===== src/rtl/axi2per_bridge.sv =====
// AXI4 slave to peripheral-bus master bridge: one AXI transaction at a time,
// one 32-bit peripheral access per AXI beat.
module axi2per_bridge #(
    parameter int unsigned AXI_ADDR_WIDTH = 32,
    parameter int unsigned AXI_DATA_WIDTH = 64,
    parameter int unsigned AXI_ID_WIDTH   = 4,
    parameter int unsigned PER_DATA_WIDTH = 32
) (
    input  logic                      clk_i,
    input  logic                      rst_i,
    input  logic                      axi_slave_aw_valid_i,
    output logic                      axi_slave_aw_ready_o,
    input  logic [AXI_ADDR_WIDTH-1:0] axi_slave_aw_addr_i,
    input  logic [7:0]                axi_slave_aw_len_i,
    input  logic [2:0]                axi_slave_aw_size_i,
    input  logic [1:0]                axi_slave_aw_burst_i,
    input  logic [AXI_ID_WIDTH-1:0]   axi_slave_aw_id_i,
    input  logic                      axi_slave_w_valid_i,
    output logic                      axi_slave_w_ready_o,
    input  logic [AXI_DATA_WIDTH-1:0] axi_slave_w_data_i,
    input  logic [7:0]                axi_slave_w_strb_i,
    input  logic                      axi_slave_w_last_i,
    output logic                      axi_slave_b_valid_o,
    input  logic                      axi_slave_b_ready_i,
    output logic [1:0]                axi_slave_b_resp_o,
    output logic [AXI_ID_WIDTH-1:0]   axi_slave_b_id_o,
    input  logic                      axi_slave_ar_valid_i,
    output logic                      axi_slave_ar_ready_o,
    input  logic [AXI_ADDR_WIDTH-1:0] axi_slave_ar_addr_i,
    input  logic [7:0]                axi_slave_ar_len_i,
    input  logic [2:0]                axi_slave_ar_size_i,
    input  logic [1:0]                axi_slave_ar_burst_i,
    input  logic [AXI_ID_WIDTH-1:0]   axi_slave_ar_id_i,
    output logic                      axi_slave_r_valid_o,
    input  logic                      axi_slave_r_ready_i,
    output logic [AXI_DATA_WIDTH-1:0] axi_slave_r_data_o,
    output logic [1:0]                axi_slave_r_resp_o,
    output logic                      axi_slave_r_last_o,
    output logic [AXI_ID_WIDTH-1:0]   axi_slave_r_id_o,
    output logic                      per_master_req_o,
    output logic [AXI_ADDR_WIDTH-1:0] per_master_add_o,
    output logic                      per_master_we_o,
    output logic [PER_DATA_WIDTH-1:0] per_master_wdata_o,
    output logic [3:0]                per_master_be_o,
    input  logic                      per_master_gnt_i,
    input  logic                      per_master_r_valid_i,
    input  logic                      per_master_r_opc_i,
    input  logic [PER_DATA_WIDTH-1:0] per_master_r_rdata_i,
    output logic                      busy_o
);

    typedef enum logic [2:0] {
        StIdle, StRdReq, StRdWait, StRdResp, StWrData, StWrReq, StWrWait, StWrResp
    } state_e;

    localparam logic [1:0] RespOkay   = 2'b00;
    localparam logic [1:0] RespSlvErr = 2'b10;

    state_e                    state_q, state_d;
    logic                      prefer_wr_q, prefer_wr_d;
    logic [AXI_ADDR_WIDTH-1:0] addr_q, addr_d, next_addr, step;
    logic [7:0]                len_q, len_d, cnt_q, cnt_d;
    logic [2:0]                size_q, size_d;
    logic [1:0]                burst_q, burst_d;
    logic [AXI_ID_WIDTH-1:0]   id_q, id_d;
    logic                      err_q, err_d, bad_q, bad_d;
    logic [AXI_DATA_WIDTH-1:0] r_data_q, r_data_d;
    logic [1:0]                r_resp_q, r_resp_d;
    logic [PER_DATA_WIDTH-1:0] wdata_q, wdata_d;
    logic [3:0]                be_q, be_d;
    logic                      sel_rd, sel_wr, last_beat;

    // Round-robin only matters when both address channels are valid together.
    assign sel_rd    = axi_slave_ar_valid_i && (!axi_slave_aw_valid_i || !prefer_wr_q);
    assign sel_wr    = axi_slave_aw_valid_i && (!axi_slave_ar_valid_i || prefer_wr_q);
    assign last_beat = (cnt_q == len_q);
    assign step      = AXI_ADDR_WIDTH'(1) << size_q;
    assign next_addr = (burst_q == 2'b00) ? addr_q : addr_q + step;

    assign per_master_add_o   = {addr_q[AXI_ADDR_WIDTH-1:2], 2'b00};
    assign per_master_wdata_o = wdata_q;
    assign axi_slave_r_data_o = r_data_q;
    assign axi_slave_r_resp_o = r_resp_q;
    assign axi_slave_r_id_o   = id_q;
    assign axi_slave_b_id_o   = id_q;
    assign axi_slave_b_resp_o = err_q ? RespSlvErr : RespOkay;
    assign busy_o             = (state_q != StIdle);

    always_comb begin
        state_d     = state_q;
        prefer_wr_d = prefer_wr_q;
        addr_d      = addr_q;
        len_d       = len_q;
        size_d      = size_q;
        burst_d     = burst_q;
        id_d        = id_q;
        cnt_d       = cnt_q;
        err_d       = err_q;
        bad_d       = bad_q;
        r_data_d    = r_data_q;
        r_resp_d    = r_resp_q;
        wdata_d     = wdata_q;
        be_d        = be_q;
        axi_slave_ar_ready_o = 1'b0;
        axi_slave_aw_ready_o = 1'b0;
        axi_slave_w_ready_o  = 1'b0;
        axi_slave_r_valid_o  = 1'b0;
        axi_slave_r_last_o   = 1'b0;
        axi_slave_b_valid_o  = 1'b0;
        per_master_req_o     = 1'b0;
        per_master_we_o      = 1'b0;
        per_master_be_o      = be_q;

        unique case (state_q)
            StIdle: begin
                axi_slave_ar_ready_o = sel_rd;
                axi_slave_aw_ready_o = sel_wr;
                cnt_d = 8'd0;
                if (sel_rd) begin
                    prefer_wr_d = 1'b1;
                    addr_d  = axi_slave_ar_addr_i;
                    len_d   = axi_slave_ar_len_i;
                    size_d  = axi_slave_ar_size_i;
                    burst_d = axi_slave_ar_burst_i;
                    id_d    = axi_slave_ar_id_i;
                    err_d   = 1'b0;
                    bad_d   = (axi_slave_ar_size_i > 3'd2);
                    if (axi_slave_ar_size_i > 3'd2) begin
                        r_data_d = '0;
                        r_resp_d = RespSlvErr;
                        state_d  = StRdResp;
                    end else begin
                        state_d = StRdReq;
                    end
                end else if (sel_wr) begin
                    prefer_wr_d = 1'b0;
                    addr_d  = axi_slave_aw_addr_i;
                    len_d   = axi_slave_aw_len_i;
                    size_d  = axi_slave_aw_size_i;
                    burst_d = axi_slave_aw_burst_i;
                    id_d    = axi_slave_aw_id_i;
                    err_d   = (axi_slave_aw_size_i > 3'd2);
                    bad_d   = (axi_slave_aw_size_i > 3'd2);
                    state_d = StWrData;
                end
            end
            StRdReq: begin
                per_master_req_o = 1'b1;
                per_master_be_o  = 4'hF;
                if (per_master_gnt_i) state_d = StRdWait;
            end
            StRdWait: begin
                if (per_master_r_valid_i) begin
                    r_data_d = {per_master_r_rdata_i, per_master_r_rdata_i};
                    r_resp_d = per_master_r_opc_i ? RespSlvErr : RespOkay;
                    state_d  = StRdResp;
                end
            end
            StRdResp: begin
                axi_slave_r_valid_o = 1'b1;
                axi_slave_r_last_o  = last_beat;
                if (axi_slave_r_ready_i) begin
                    if (last_beat) begin
                        state_d = StIdle;
                    end else begin
                        cnt_d   = cnt_q + 8'd1;
                        addr_d  = next_addr;
                        state_d = bad_q ? StRdResp : StRdReq;
                    end
                end
            end
            StWrData: begin
                axi_slave_w_ready_o = 1'b1;
                if (axi_slave_w_valid_i) begin
                    wdata_d = addr_q[2] ? axi_slave_w_data_i[63:32] : axi_slave_w_data_i[31:0];
                    be_d    = addr_q[2] ? axi_slave_w_strb_i[7:4] : axi_slave_w_strb_i[3:0];
                    if (axi_slave_w_last_i != last_beat) err_d = 1'b1;
                    if (!bad_q) begin
                        state_d = StWrReq;
                    end else if (last_beat) begin
                        state_d = StWrResp;
                    end else begin
                        cnt_d = cnt_q + 8'd1;
                    end
                end
            end
            StWrReq: begin
                per_master_req_o = 1'b1;
                per_master_we_o  = 1'b1;
                if (per_master_gnt_i) state_d = StWrWait;
            end
            StWrWait: begin
                if (per_master_r_valid_i) begin
                    err_d = err_q | per_master_r_opc_i;
                    if (last_beat) begin
                        state_d = StWrResp;
                    end else begin
                        cnt_d   = cnt_q + 8'd1;
                        addr_d  = next_addr;
                        state_d = StWrData;
                    end
                end
            end
            StWrResp: begin
                axi_slave_b_valid_o = 1'b1;
                if (axi_slave_b_ready_i) state_d = StIdle;
            end
        endcase
    end

    always_ff @(posedge clk_i) begin
        if (rst_i) begin
            state_q     <= StIdle;
            prefer_wr_q <= 1'b0;
            addr_q      <= '0;
            len_q       <= '0;
            size_q      <= '0;
            burst_q     <= '0;
            id_q        <= '0;
            cnt_q       <= '0;
            err_q       <= 1'b0;
            bad_q       <= 1'b0;
            r_data_q    <= '0;
            r_resp_q    <= '0;
            wdata_q     <= '0;
            be_q        <= '0;
        end else begin
            state_q     <= state_d;
            prefer_wr_q <= prefer_wr_d;
            addr_q      <= addr_d;
            len_q       <= len_d;
            size_q      <= size_d;
            burst_q     <= burst_d;
            id_q        <= id_d;
            cnt_q       <= cnt_d;
            err_q       <= err_d;
            bad_q       <= bad_d;
            r_data_q    <= r_data_d;
            r_resp_q    <= r_resp_d;
            wdata_q     <= wdata_d;
            be_q        <= be_d;
        end
    end

endmodule


===== config.mk =====
export PLATFORM = sky130hd
export DESIGN_NAME = axi2per_bridge
export DESIGN_NICKNAME = d
export VERILOG_FILES = /design/src/rtl/axi2per_bridge.sv
export SDC_FILE = /design/constraint.sdc
export NUM_CORES = 1
export LEC_CHECK = 0
export BUFFER_PORTS_ARGS = -buffer_cell sky130_fd_sc_hd__buf_2
export CORE_ASPECT_RATIO = 0.75
export CORE_MARGIN = 1.5
export CORE_UTILIZATION = 31
export DETAILED_ROUTE_END_ITERATION = 7
export HOLD_SLACK_MARGIN = 0.03
export PLACE_DENSITY_LB_ADDON = 0.1
export SYNTH_ARGS = -nofsm -noshare
export SYNTH_HDL_FRONTEND = slang
export SYNTH_SLANG_ARGS = --single-unit

===== constraint.sdc =====
create_clock -name clk_i -period 3.75 [get_ports clk_i]
set_input_delay 0.75 -clock clk_i [delete_from_list [all_inputs] [get_ports clk_i]]
set_output_delay 0.75 -clock clk_i [all_outputs]
set_load 0.05 [all_outputs]

== Word level (Yosys, flattened, before mapping) ==
Index checks and enable logic that the tools add are counted.

* Flip-flop bits (word level): 165
* Word-level logic and storage cells: 132

* $add $sub $neg: 2
* Order comparisons: 2
* Eq/ne operators: 22
* Shift-type cells: 1
* Multiplexer cells: 67
* Bitwise logic cells: 1
* Reductions and logical operators: 23

{| class="wikitable"
|+ Operators with widths
! kind !! number
|-
| 32-bit 2-to-1 mux || 7
|-
| 64-bit 2-to-1 mux || 3
|-
| 64-bit case mux with 2 select lines || 1
|-
| 32-bit case mux with 3 select lines || 1
|-
| 8-bit 2-to-1 mux || 7
|-
| 3-bit 2-to-1 mux || 13
|-
| 32-bit adder || 1
|-
| 8-bit case mux with 4 select lines || 1
|-
| 1-bit by 3-bit left shift with 32-bit output (first input constant) || 1
|-
| 3-bit case mux with 8 select lines || 1
|-
| 2-bit 2-to-1 mux || 11
|-
| 2-bit != test (second input constant) || 11
|-
| 1-bit 2-to-1 mux || 16
|-
| 4-bit 2-to-1 mux || 4
|-
| 3-bit == test (second input constant) || 4
|-
| 5-bit AND reduction || 2
|-
| 9-bit AND reduction || 1
|-
| 3-bit nonzero test || 3
|-
| 8-bit by 1-bit adder with 8-bit output (second input constant) || 1
|-
| 8-bit == test || 1
|-
| 4-bit AND reduction || 2
|-
| 3-bit by 2-bit == test with 1-bit output (second input constant) || 2
|-
| 3-bit by 2-bit > comparator with 1-bit output (second input constant) || 2
|-
| 3-bit != test (second input constant) || 2
|-
| 14 further kinds || 20
|}

== Logic depth before layout (Yosys ltp) ==
* Word-level depth: 6
* Mapped depth: 10

== Worst setup path after synthesis ==
OpenSTA, ideal clock, no wires.

* Path kind: reg2out
* Start point: register cnt_q[0]
* End point: output axi_slave_r_last_o
* Arrival time: 2.310 ns
* Required time: 3.000 ns
* Path slack: 0.690 ns
* Stages on the path, launching flop included: 7
* Buffers on the path: 2
* Cells stage by stage: dfxtp_1 > xnor2_1 > nand4_1 > or2_2 > buf_2 > buf_2 > nor3_1

* Longest elaborated chain between the ends: 2

{| class="wikitable"
|+ RTL lines
! what !! RTL line !! RTL
|-
| start: declaration || 62 || <nowiki>logic [7:0] len_q, len_d, cnt_q, cnt_d;</nowiki>
|-
| start signal: assignment || 235 || <nowiki>cnt_q <= cnt_d;</nowiki>
|-
| 8-bit == test || 76 || <nowiki>assign last_beat = (cnt_q == len_q);</nowiki>
|-
| 1-bit 2-to-1 mux || 114 || <nowiki>unique case (state_q)</nowiki>
|-
| end: declaration || 38 || <nowiki>output logic axi_slave_r_last_o,</nowiki>
|}

Every way passes these cells.

== Worst setup path after layout ==
* Start point: register state_q[0]
* End point: output per_master_be_o[2]

* Longest elaborated chain between the ends: 2

{| class="wikitable"
|+ RTL lines
! what !! RTL line !! RTL
|-
| start: declaration || 59 || <nowiki>state_e state_q, state_d;</nowiki>
|-
| start signal: assignment || 213 || <nowiki>state_q <= StIdle;</nowiki>
|-
| start signal: assignment || 228 || <nowiki>state_q <= state_d;</nowiki>
|-
| 3-bit by 1-bit == test with 1-bit output || 114 ||
|-
| 4-bit 2-to-1 mux || 114 ||
|-
| end: declaration || 44 || <nowiki>output logic [3:0] per_master_be_o,</nowiki>
|}

Every way passes these cells.

==> impl_metrics.env <==
export IMPL_critical_path_top_delay_family="simple AND/OR/NAND/NOR gates"
export IMPL_crit_fanout=17
export IMPL_slowest_delay_ps=660
export IMPL_cp_start_kind="flip-flop"
export IMPL_fillerInstances=2612
export IMPL_drc=0
export IMPL_gr_usage_all_layers_pct=20.9
export IMPL_worst_path_buf_inv=1
export IMPL_cts_sinks=132
export IMPL_grt_start_max_net_pins=67
export IMPL_synthCells=1009
export IMPL_start_util_pct=32.0
export IMPL_ys_seq_area_share_pct=34.0
export IMPL_clk_path_buf_depth=2
export IMPL_rr_worst_depth=8
export IMPL_viasPerCell=5.00
export IMPL_ys_flop_type="dfxtp_1"
export IMPL_die_w_microns=186
export IMPL_gp_congestion=0.815
export IMPL_cts_buffers=17
export IMPL_io_pins=366
export IMPL_globalRouteMet3Util_pct=5.15
export IMPL_final_setup_tns_ps=0
export IMPL_crit_path_end_kind="output port"
export IMPL_h_tree_depth=4
export IMPL_coreArea_sq_mm=0.0243
export IMPL_status="complete, no violations"
export IMPL_min_period_ps=3110
export IMPL_grt_pass1_vias=7394
export IMPL_dp_hpwl_microns=20400
export IMPL_routedWlPerCell_microns=17.1
export IMPL_ir_drop_mv=0.332
export IMPL_hold_class="flip-flop to flip-flop"
export IMPL_p_per_area_mw_per_mm2=713
export IMPL_async_flop_share_pct=0
export IMPL_syn_to_final_growth_pct=28.0
export IMPL_layout_nets=1486
export IMPL_synth_common_cells="nand2_1 (169), dfxtp_1 (132), a21oi_1 (92)"
export IMPL_first_pass_iters=5
export IMPL_fmax_mhz=322
export IMPL_hold_violations=0
export IMPL_cpMaxStageDelayCell="dfxtp_1"
export IMPL_grt_overflow_total=0
export IMPL_antenna_found_initial=4
export IMPL_final_layout_size_suffix_gt1_share_pct=34.2
export IMPL_num_vias=8055
export IMPL_port_buffers=361
export IMPL_cts_tree="yes"
export IMPL_synth_largest_area_cell="dfxtp_1"
export IMPL_worstMarginPinSlew_ps=956
export IMPL_ctsResizeCount=0
export IMPL_use_met1_pct=29.0
export IMPL_finalSetupViolCount=0
export IMPL_slew_headroom_pct=35.9
export IMPL_leakage_nw=4.41
export IMPL_dieHeight_microns=140
export IMPL_root_buffer="clkbuf_16"
export IMPL_worstSetupPathDepth=4
export IMPL_cts_setup_buffers=0
export IMPL_synth_top_area_share_pct=34.0
export IMPL_crit_chain="nor2b_1 -> nor2b_1 -> or2_2 -> buf_2"
export IMPL_maxSlewViolCount=0
export IMPL_syn_avg_cell_area_sq_um=7.70
export IMPL_grt_busiest_layer="met2"
export IMPL_syn_area_sq_mm=0.00777
export IMPL_worstSkewPairLatency_ps=430
export IMPL_antenna_left=0
export IMPL_post_route_period_util_pct=82.8
export IMPL_met2_usage_pct=31.9
export IMPL_drt_iter0_drc=440
export IMPL_drv_cap=0
export IMPL_worst_setup_path_type="flip-flop to output port"
export IMPL_synth_top_cells_by_area="dfxtp_1 (34%), nand2_1 (8.2%), buf_4 (7.1%)"
export IMPL_cts_clk_slew_worst_paths_ps=60
export IMPL_yosys_warnings=0
export IMPL_rows=49
export IMPL_ys_types=66
export IMPL_finalWirelength_microns=27500
export IMPL_rsz0062_at_grt="false"
export IMPL_crit_arrival_ps=2360
export IMPL_worstPathRequired_ps=3000
export IMPL_synth_edf_count=0
export IMPL_cp_common_cell="nor2b_1"
export IMPL_synth_seq_cells=132
export IMPL_clock_skew_ps=12.7
export IMPL_die_area_sq_mm=0.0260
export IMPL_cts_hold_fix_buffers=0
export IMPL_synth_most_common_cell="nand2_1"
export IMPL_fin_util_pct=41.0
export IMPL_grt_pass1_wl_microns=41800
export IMPL_min_path_cells=2
[per-layer routing]
metal	vias to the layer above	share of wire, %	wire (microns)
met3	23	7.3	2020
met5	-	0.047	13
met1	3691	47	12900
li1	4040	-	-
met2	299	44	12200
met4	2	1.2	340
[through the flow]
| step | instance area [sq um] | power [mW] | worst slack [ps] | hold slack [ps] | instances |
|---|---|---|---|---|---|
| finish | 9940 | 7.09 | 644 | 460 | 1610 |
| global route | 9940 | 7.53 | 503 | 489 | 1609 |
| CTS | 9940 | 7.16 | 609 | 465 | 1607 |
| detailed placement | 9360 | 5.48 | 874 | 457 | 1575 |
| global placement | 9360 | 5.48 | 994 | 449 | 1575 |
| floorplan | 7780 | 4.69 | 690 | 441 | 1012 |
[cells in the final DEF (no fill, tap or decap), types with 5 or more instances in the layout]
master and n:
buf_2 360, nand2_1 169, dfxtp_1 131, a21oi_1 92, nor2_1 77, nand3_1 59, a211oi_1 42, mux2i_1 39
xnor2_1 19, nor3_1 18, a311oi_1 18, clkbuf_16 17, buf_4 16, o21ai_0 15, o211ai_1 15, a31oi_1 13
ha_1 9, and3_1 8, nor3b_1 7, nor2b_1 7, or2_2 7, nand2b_1 7, a21o_1 7, or3_1 7
nand4_1 6, o21a_1 6, or4_1 6, o32ai_1 5, o311ai_0 5, clkbuf_8 5
[worst min-delay path: cells and delay by family, from the launching register on]
family	cells	cell delay [ps]
AOI/OAI and AO/OA	1	50
DFF	1	310
and+or+nand+nor	1	50
[state kept, by name (all words and copies together) (netlist names), 2 cells and up]
register,flops
axi_slave_r_data_o,32
addr_q,32
axi_slave_b_id_o,4
cnt_q,8
state_q,3
per_master_wdata_o,32
len_q,8
size_q,3
burst_q,2
be_q,4
[worst paths after layout]
path,startpoint,endpoint,slack (ps)
setup / recovery,state_q[0],per_master_be_o[2],640
hold / removal,axi_slave_r_data_o[58],axi_slave_r_data_o[58],460
setup reg to reg,size_q[0],addr_q[13],870
hold reg to reg,axi_slave_r_data_o[58],axi_slave_r_data_o[58],460
[cell families after synthesis]
logic type / Yosys count / share of synthesized area, %
xor+xnor: 21 / 2.37
fa+ha+maj: 10 / 1.71
flops: 132 / 34.0
other cells: 1 / 0.0483
compound gates: 248 / 21.1
buf+inv: 151 / 11.0
mux: 42 / 5.46
simple gates: 404 / 24.3
[area by class of cell]
class | count | area, sq um | area share, %
diodes | 3 | 7.51 | 0.0755
clock buffers | 24 | 502 | 5.05
clock inverters | 8 | 73.8 | 0.742
inverters | 4 | 15.0 | 0.151
multi-input cells | 729 | 4310 | 43.3
flip-flops and latches | 132 | 2640 | 26.6
well taps | 331 | 414 | 4.16
repair buffers | 379 | 1980 | 19.9
[where the power goes]
part	internal, mW	switching (mW)
Combinational	0.982	2.42
Sequential	1.69	0.344
Clock	0.997	0.655
Total	3.67	3.42
No activity file was read; power rests on OpenSTA's default activity.
